==> config.mk <==
export PLATFORM = sky130hd
export DESIGN_NAME = led_uart_tx
export DESIGN_NICKNAME = d
export VERILOG_FILES = /design/src/rtl/led_uart_tx.sv
export SDC_FILE = /design/constraint.sdc
export NUM_CORES = 1
export LEC_CHECK = 0
export ABC_CLOCK_PERIOD_IN_PS = 2000
export BUFFER_PORTS_ARGS = -buffer_cell sky130_fd_sc_hd__clkbuf_2
export CAP_MARGIN = 20
export CORE_ASPECT_RATIO = 0.5
export CORE_MARGIN = 8
export CORE_UTILIZATION = 54
export DETAILED_ROUTE_END_ITERATION = 12
export HOLD_SLACK_MARGIN = 0.15
export PLACE_DENSITY = 0.72
export SYNTH_ARGS = -nofsm -noshare
export SYNTH_HDL_FRONTEND = slang
export SYNTH_SLANG_ARGS = --single-unit
export TNS_END_PERCENT = 50
==> constraint.sdc <==
create_clock -name CLK -period 2 [get_ports CLK]
set_clock_uncertainty 0.1 [all_clocks]
set_input_delay 0.4 -clock CLK [delete_from_list [all_inputs] [get_ports CLK]]
set_output_delay 0.4 -clock CLK [all_outputs]
set_load 0.01 [all_outputs]
==> src/rtl/led_uart_tx.sv <==
// 8N1 serial transmitter on the LED pin, fed by a small byte FIFO.
// Bytes go out LSB-first; back-to-back frames have no idle gap.
module led_uart_tx #(
    parameter int CLKS_PER_BIT = 4,
    parameter int FIFO_DEPTH   = 4
) (
    input  logic       CLK,
    input  logic       RST,
    input  logic [7:0] data_in,
    input  logic       data_valid,
    output logic       data_ready,
    output logic       LED,
    output logic       busy
);
    localparam int PW = (FIFO_DEPTH > 1) ? $clog2(FIFO_DEPTH) : 1;
    localparam int TW = $clog2(CLKS_PER_BIT);

    localparam logic [1:0] S_IDLE  = 2'd0;
    localparam logic [1:0] S_START = 2'd1;
    localparam logic [1:0] S_DATA  = 2'd2;
    localparam logic [1:0] S_STOP  = 2'd3;

    logic [7:0]    mem [FIFO_DEPTH];
    logic [PW-1:0] wr_ptr;
    logic [PW-1:0] rd_ptr;
    logic [PW:0]   count;
    logic          full;
    logic          empty;
    logic          push;
    logic          pop;

    logic [1:0]    state;
    logic [TW-1:0] timer;
    logic [2:0]    idx;
    logic [7:0]    shift;
    logic          bit_end;

    assign full       = (count == (PW+1)'(FIFO_DEPTH));
    assign empty      = (count == '0);
    assign data_ready = !full;
    assign busy       = (state != S_IDLE) || !empty;
    assign bit_end    = (timer == TW'(CLKS_PER_BIT - 1));
    assign push       = data_valid && !full;
    // The FSM takes the head either from idle or at the very end of a stop bit.
    assign pop        = !empty &&
                        ((state == S_IDLE) || (state == S_STOP && bit_end));

    always_ff @(posedge CLK) begin
        if (push) begin
            mem[wr_ptr] <= data_in;
        end
    end

    always_ff @(posedge CLK or posedge RST) begin
        if (RST) begin
            wr_ptr <= '0;
            rd_ptr <= '0;
            count  <= '0;
        end else begin
            if (push) begin
                wr_ptr <= wr_ptr + PW'(1);
            end
            if (pop) begin
                rd_ptr <= rd_ptr + PW'(1);
            end
            case ({push, pop})
                2'b10:   count <= count + (PW+1)'(1);
                2'b01:   count <= count - (PW+1)'(1);
                default: count <= count;
            endcase
        end
    end

    always_ff @(posedge CLK or posedge RST) begin
        if (RST) begin
            state <= S_IDLE;
            LED   <= 1'b1;
            timer <= '0;
            idx   <= '0;
            shift <= '0;
        end else begin
            timer <= bit_end ? '0 : timer + TW'(1);
            case (state)
                S_IDLE: begin
                    LED   <= 1'b1;
                    timer <= '0;
                    if (!empty) begin
                        shift <= mem[rd_ptr];
                        state <= S_START;
                        LED   <= 1'b0;
                    end
                end
                S_START: begin
                    if (bit_end) begin
                        state <= S_DATA;
                        idx   <= '0;
                        LED   <= shift[0];
                    end
                end
                S_DATA: begin
                    if (bit_end) begin
                        shift <= shift >> 1;
                        idx   <= idx + 3'd1;
                        if (idx == 3'd7) begin
                            state <= S_STOP;
                            LED   <= 1'b1;
                        end else begin
                            LED <= shift[1];
                        end
                    end
                end
                S_STOP: begin
                    if (bit_end) begin
                        if (!empty) begin
                            shift <= mem[rd_ptr];
                            state <= S_START;
                            LED   <= 1'b0;
                        end else begin
                            state <= S_IDLE;
                            LED   <= 1'b1;
                        end
                    end
                end
                default: begin
                    state <= S_IDLE;
                    LED   <= 1'b1;
                end
            endcase
        end
    end
endmodule

==> metrics.md, run 1 <==
| Metric | Value |
|---|---|
| Status | `complete, but fails checks` |
| Failing checks | `negative setup slack` |
| Chip height | `approximately 64 µm` |
| Number of global-route vias before repair | `around 1700` |
| Vias per std cell | `between 5 and 6` |
| Max VDD drop | `0.7650 mV` |
| # IOs | `14` |
| Max incr delay on CP | `0.47 ns` |
| Post-Synth Adder-Cell Area | `slightly above 7%` |
| Flop-to-flop setup slack | `-0.10 ns` |
| Crit path cell chain | `inv_2, ha_4, buf_6, or4b_4, buf_6` |
| Post-Syn Instances | `188` |
| Slew Limit Fails | `0` |
| Startpoint types | `flip-flop` |
| Power Dens Cells | `approximately 1600 nW/µm²` |
| Crit path top cell by count | `buf_6` |
| Critical path's slowest cell | `or4b_4` |
| Row count | `17` |
| Dpl ws | `-0.1171 ns` |
| R2R Path End | `count[2]` |
| Clk_lat worst skew | `roughly 0.30 ns` |
| Hold WC Path Type | `input port to flip-flop` |
| Largest family of logic cells by synthesized area | `simple AND/OR/NAND/NOR gates` |
| Gr usage total | `14.45%` |
| Hold_sp | `data_in[1]` |
| Period minus WS final | `about 2.2 ns` |
| Mux contribution to synthesized area | `under 10%` |
| Sequential fraction of the synthesis area | `approximately three fifths` |
| Area growth from synthesis to layout | `19.86%` |
| WL/cell | `around 17 µm` |
| Hold Path End | `mem[1][1]` |
| Root Buffer | `clkbuf_8` |
| Hold Crit Depth | `1` |
| First-pass GRT wire length | `~8200 µm` |
| Final worst-path setup slack | `-0.1644 ns` |
| Critical Path AT | `around 1.7 ns` |
| CTS Buffer Depth | `2` |
| Synth unique cells | `37` |
| Setup-failing EPs final | `3` |
| Fmax | `roughly 460 MHz` |
| Crit path kind | `flip-flop to primary output` |
| CTS clk-pin slew, worst paths | `0.10 ns` |
| Starting Density | `a little under three fifths` |
| Reg2reg start | `timer[0]` |
| Post-route clock period utilization | `108.2%` |
| Post-Synth Simple-Gate Area | `between 10% and 20%` |
| Drt initial violations | `100` |
| Die X-Extent | `~110 µm` |
| CP max FO | `3` |
| Hold slack | `just over 0.2 ns` |
| CTS buffer count | `5` |
| Routability-driven placement congestion ratio | `roughly 0.73` |
| N_diodes | `0` |
| Worst-margin pin slew | `0.4609 ns` |
| Drt first pass iters | `6` |
| FILL cells | `around 310` |
| Vias | `between 1500 and 2000` |
| CTS Sinks | `between 50 and 60` |
| Largest area contributor in the synthesized netlist | `edfxtp_1` |
| Initial antenna violation count | `0` |
| Full die area | `approximately 7200 µm²` |
| CP endpoint kind | `primary output` |
| Core Footprint | `4446 µm²` |
| Placed wire-length estimate | `~3100 µm` |
| Post-Synthesis Cell Area | `between 2000 and 3000 µm²` |
| XOR/XNOR Fraction of Synth Area | `under 10%` |
| Top post-synthesis cells by area | `edfxtp_1 (38%), dfrtp_1 (22%), ha_1 (6.5%)` |
| Synth Area in Compound Gates | `under 10%` |
| Delay-heaviest family, CP | `simple AND/OR/NAND/NOR gates` |
| Avg Cell Area, Syn | `approximately 13 µm²` |
| RSZ-0062 raised after global routing | `yes` |
| Syn Nets | `about 210` |
| CTS tree | `built` |
| WP data required | `1.50 ns` |
| Fraction of layout cells with a size suffix above 1 | `33.19%` |
| DRC Markers | `0` |
| Final WL | `between 4000 and 5000 µm` |
| Final net count | `253` |
| Max Cap Viol | `0` |
| Antenna Nets Post-Route | `0` |
| H-Tree Level Count | `2` |
| Reg2reg path depth | `8` |
| Synth Register Bits | `55` |
| Max_slew headroom | `~69%` |
| I/O Buffers | `13` |
| P_leak | `1.226 nW` |
| Yosys warning total | `0` |
| Post-synth top area share | `between 30% and 40%` |
| Final Util | `between 60% and 70%` |
| Hold Vio Cnt, Final | `0` |
| Worst path bufs/invs | `3` |
| Largest net degree at the start of global routing | `24` |
| Grt ovf | `0` |
==> cells in the mapped netlist <==
cell type,n
ha_1,13
or4b_4,1
a22o_1,1
mux2_2,8
xnor2_1,4
nor3_2,1
o221ai_2,1
buf_2,3
nand3_1,1
nor4_1,2
nor3_1,10
and3_1,4
mux4_2,1
a31oi_1,2
xor2_1,2
buf_4,2
nor2b_1,5
dfrtp_1,22
inv_1,8
nor3b_2,1
o21bai_1,1
o41a_1,1
fa_1,1
and2_1,1
a221oi_1,6
or3b_1,1
o21ai_0,8
nand4b_1,1
mux2_4,1
clkbuf_1,3
a21oi_1,10
nor2_1,11
mux2i_1,8
dfstp_2,1
nand2_1,9
o21ai_1,1
edfxtp_1,32
==> per-layer routing <==
metal  vias up  wire, µm  track usage [%]
li1        768         -                -
met1       810      2277            17.92
met2        25      2378            24.13
met3         6       129            3.839
met4         0        63            5.158
met5         -         0                0
==> logic make-up after synthesis <==
group	Yosys count
DFF	55
and+or+nand+nor	48
AOI/OAI and AO/OA	31
muxes	18
buffers and inverters	16
adders and majority gates	14
xor gates and xnor gates	6
==> where the power goes <==
group / internal, mW / total, mW / switching (mW) / leakage (nW)
logic: 1.25 / 2.53 / 1.28 / 0.617
clock network: 0.255 / 0.626 / 0.371 / 0.0458
registers: 1.59 / 1.80 / 0.208 / 0.564
==> state kept, by name, indices dropped and copies added, names as in the netlist <==
signal and count:
LED 1, count 3, idx 3, mem 32, rd_ptr 2, shift 8, state 2, timer 2
wr_ptr 2
==> repair_timing <==
item                                   CTS  global route
cloned                                   0             1
gates resized for setup                  6            13
setup buffers                            4             1
endpoints found under the hold margin   22             0
pin swaps                                4             2
hold buffers                             1             0
setup endpoints to repair                3            12
==> layout make-up <==
type | count | area [µm²] | share of cell area [%]
clock inverters | 2 | 17.52 | 0.5814
flip-flops and latches | 55 | 1539 | 51.08
inverters | 8 | 32.53 | 1.080
well taps | 57 | 71.32 | 2.367
repair buffers | 41 | 289.0 | 9.593
multi-input cells | 117 | 991.0 | 32.89
clock buffers | 6 | 72.57 | 2.409
==> per-stage QoR <==
| stage | power [mW] | cell area [µm²] | TNS, ns | std cells |
|---|---|---|---|---|
| 2_1_floorplan | 3.363 | 2541 | -0.1242 | 188 |
| 3_3_place_gp | 3.919 | 2794 | 0 | 271 |
| 3_5_place_dp | 4.034 | 2794 | -0.1405 | 271 |
| 4_1_cts | 4.774 | 2944 | -0.3150 | 284 |
| 5_1_grt | 5.342 | 3013 | -0.6474 | 286 |
| 6_report | 4.958 | 3013 | -0.2871 | 286 |
==> cell usage in the layout, fill, tap and decap left out, types with 4 or more instances in the layout <==
cell type / instances
edfxtp_1: 32
buf_4: 24
dfrtp_1: 21
clkbuf_2: 12
a21oi_1: 10
nor2_1: 10
nor3_1: 9
nand2_1: 9
ha_1: 9
mux2i_1: 8
o21ai_0: 8
mux2_2: 7
a221oi_1: 6
nor2b_1: 5
inv_1: 5
clkbuf_8: 5
xnor2_1: 4
and3_1: 4
==> worst max path at each step <==
stage	start	endpoint	slack (ns)	cells past startpoint
finish	state[0]	busy	-0.16	5
global route	state[0]	busy	-0.23	5
CTS	state[1]	busy	-0.17	5
detailed placement	state[1]	count[2]	-0.12	9
global placement	state[1]	count[2]	0.009	9
floorplan	count[1]	count[1]	-0.11	6
Power figures use the tool's default switching activity.
==> inputs of run 2 (changes only) <==
--- a/config.mk
+++ b/config.mk
@@ -7,5 +7,5 @@
 export LEC_CHECK = 0
 export ABC_CLOCK_PERIOD_IN_PS = 2000
-export BUFFER_PORTS_ARGS = -buffer_cell sky130_fd_sc_hd__clkbuf_2
+export BUFFER_PORTS_ARGS = -buffer_cell sky130_fd_sc_hd__buf_4
 export CAP_MARGIN = 20
 export CORE_ASPECT_RATIO = 0.5
==> constraint.sdc (replaced) <==
create_clock -name CLK -period 2 [get_ports CLK]
set_clock_uncertainty 0.1 [all_clocks]
set_input_delay 0.2 -clock CLK [delete_from_list [all_inputs] [get_ports CLK]]
set_output_delay 0.2 -clock CLK [all_outputs]
set_load 0.01 [all_outputs]
==> run 2 against run 1 <==
  * The run still ends with negative setup slack left
  * Clock-buffer cell count down 1
  * Design area rose by 3.1%
  * Via count rose by 0.68%
  * Sequential share of layout area down 1.5 points
  * Die area did not move
  * Wire length is 2.5% higher
  * Setup slack improved by 0.10 ns
  * First-iteration DRC count shrank 27%
  * Global-route usage shrank 0.084 points
  * Non-clock buffer count is 4 higher
  * Critical endpoint is now count[1]
  * Largest power group unchanged
==> metrics.md, run 2 (synthesis gave the netlist of run 1 again) <==
| Metric | Value |
|---|---|
| Status | `complete, but fails checks` |
| Failing checks | `negative setup slack` |
| Final instance area | `3107 µm² (+3.1%)` |
| Layout Cells excl Fill | `290 (+1.4%)` |
| Vias per std cell | `5.586 (-0.71%)` |
| Final WL | `4971 µm (+2.5%)` |
| Full die area | `7227 µm² (unchanged)` |
| Fraction of layout cells with a size suffix above 1 | `32.19% (-1.0 points)` |
| CTS Sinks | `55 (unchanged)` |
| Worst path bufs/invs | `1 (-2)` |
| DP Area | `2819 µm² (+0.90%)` |
| N_diodes | `0 (unchanged)` |
| Hold Path End | `wr_ptr[1]` |
| Worst-margin pin slew | `0.4708 ns (+0.009914 ns)` |
| CP endpoint kind | `flip-flop` |
| Crit path kind | `flip-flop to flip-flop` |
| P_leak | `1.249 nW (+1.9%)` |
| Core Footprint | `4446 µm² (unchanged)` |
| Hold_sp | `data_valid` |
| R2R Path End | `count[1]` |
| DRC Markers | `0 (unchanged)` |
| Routability-driven placement congestion ratio | `0.7594 (+4.6%)` |
| Hold Vio Cnt, Final | `0 (unchanged)` |
| Area growth from synthesis to layout | `23.59%` |
| Chip height | `64.25 µm (unchanged)` |
| Row count | `17 (unchanged)` |
| Setup-failing EPs final | `3 (unchanged)` |
| CP max FO | `2 (-1)` |
| Post-route clock period utilization | `103.2% (-5.0 points)` |
| Initial antenna violation count | `0 (unchanged)` |
| Fmax | `484.6 MHz (+4.9%)` |
| Number of global-route vias before repair | `1691 (+1.6%)` |
| Flop-to-flop setup slack | `-0.06 ns (+0.04 ns)` |
| Total power draw | `4.969 mW (+0.23%)` |
| CTS tree | `built` |
| Crit path cell chain | `or3b_4, and2_4, inv_4, ha_4, fa_2, mux2_4` |
| Largest net degree at the start of global routing | `24 (unchanged)` |
| CTS buffer count | `5 (unchanged)` |
| Period minus WS final | `2.064 ns (-0.1009 ns)` |
| TNS Setup | `-0.1070 ns (+0.1801 ns)` |
| Grt ovf | `0 (unchanged)` |
| # IOs | `14 (unchanged)` |
| Antenna Nets Post-Route | `0 (unchanged)` |
| Power Dens Cells | `1599 nW/µm² (-2.8%)` |
| Largest regs | `mem: 32 flops, shift: 8 flops` |
| RSZ-0062 raised after global routing | `yes` |
| Final net count | `257 (+1.6%)` |
| Commonest cells after routing, fill and taps aside | `buf_4 (32), edfxtp_1 (32), dfrtp_1 (20)` |
| Max_slew headroom | `68.61% (-0.66 points)` |
| CTS Buffer Depth | `2 (unchanged)` |
| Critical Path AT | `2.17 ns (+0.51 ns)` |
| Reg2reg start | `count[1]` |
| Vias | `1620 (+0.68%)` |
| Die X-Extent | `112.5 µm (unchanged)` |
| Slew Limit Fails | `0 (unchanged)` |
| Final worst-path setup slack | `-0.06353 ns (+0.1009 ns)` |
| CP Depth | `6 (+1)` |
| Starting Density | `56.54% (unchanged)` |
| Hold WC Path Type | `input port to flip-flop` |
| H-Tree Level Count | `2 (unchanged)` |
| Hold slack | `0.2682 ns (+0.06540 ns)` |
| Drt initial violations | `73 (-27%)` |
| I/O Buffers | `13 (unchanged)` |
| Max VDD drop | `0.5674 mV (-26%)` |
| Reg2reg path depth | `6 (-2)` |
| First-pass GRT wire length | `8066 µm (-2.1%)` |
| Critical path's slowest cell | `fa_2` |
| Hold Crit Depth | `4 (+3)` |
| WL/cell | `17.14 µm (+1.1%)` |
| DP Cell Count | `270 (-0.37%)` |
| Clk_lat worst skew | `0.32 ns (+0.02 ns)` |
| CTS clk-pin slew, worst paths | `0.10 ns (about the same)` |
| Max incr delay on CP | `0.44 ns (-0.03 ns)` |
| Startpoint types | `flip-flop` |
| Number of flip-flops in the largest register | `32 (unchanged)` |
| Biggest register | `mem` |
| Placed wire-length estimate | `3126 µm (+0.57%)` |
| Delay-heaviest family, CP | `adder cells` |
| WP data required | `2.11 ns (+0.61 ns)` |
| Drt first pass iters | `4 (-2)` |
| Max Cap Viol | `0 (unchanged)` |
| Root Buffer | `clkbuf_8` |
| Worst Setup SP | `count[1]` |
| Gr usage total | `14.36% (-0.084 points)` |
==> run 2: cell types whose count changed in the layout (fill, tap and decap cells not counted), sizes merged <==
cell         change
dlygate4sd3      +8
buf              +8
clkbuf          -13
clkinv           +1
==> run 2: worst max-delay path by stage <==
stage and endpoint:
3_5_place_dp count[2], 4_1_cts busy, 5_1_grt count[1], 6_report count[1]
3_3_place_gp count[2], 2_1_floorplan count[1]
==> run 2: stage by stage <==
step                utilization [%]  setup slack [ns]
floorplan                         -           -0.1135
detailed placement            63.41          -0.03482
CTS                           68.42          -0.03480
global route                  69.88           -0.1110
finish                        69.88          -0.06353
global placement              63.41          0.008514
==> run 2: power by group <==
part / switching (mW) / leakage [nW] / internal, mW
combinational: 1.27 / 0.639 / 1.25
clock: 0.384 / 0.0477 / 0.254
sequential: 0.214 / 0.563 / 1.60
total: 1.87 / 1.25 / 3.10
==> run 2: per-layer routing <==
layer | up-vias | global-route usage [%] | routed length [µm]
met2 | 33 | 24.72 | 2415
li1 | 779 | - | -
met3 | 10 | 3.558 | 190
met4 | 0 | 5.324 | 84
met5 | - | 0 | 0
met1 | 798 | 17.34 | 2281
==> run 2: repair_timing <==
action / in CTS / in global routing
setup endpoints to repair: 3 / 12
gates resized for setup: 7 / 14
pin swaps: 0 / 5
endpoints found under the hold margin: 55 / 0
hold buffers: 9 / 0
setup buffers: 2 / 1
==> run 2: layout make-up <==
cell class,instances,area (µm²)
clock inverters,3,23.77
flip-flops and latches,55,1540
repair buffers,45,375.4
clock buffers,5,68.82
fillers,302,1339
multi-input cells,117,994.7
inverters,8,32.53
well taps,57,71.32
==> run 2: worst min-delay path: cells and delay by family <==
kind                   cells  cell delay [ns]
buffers and inverters      2             0.23
and+or+nand+nor            1             0.16
AOI/OAI and AO/OA          1             0.06
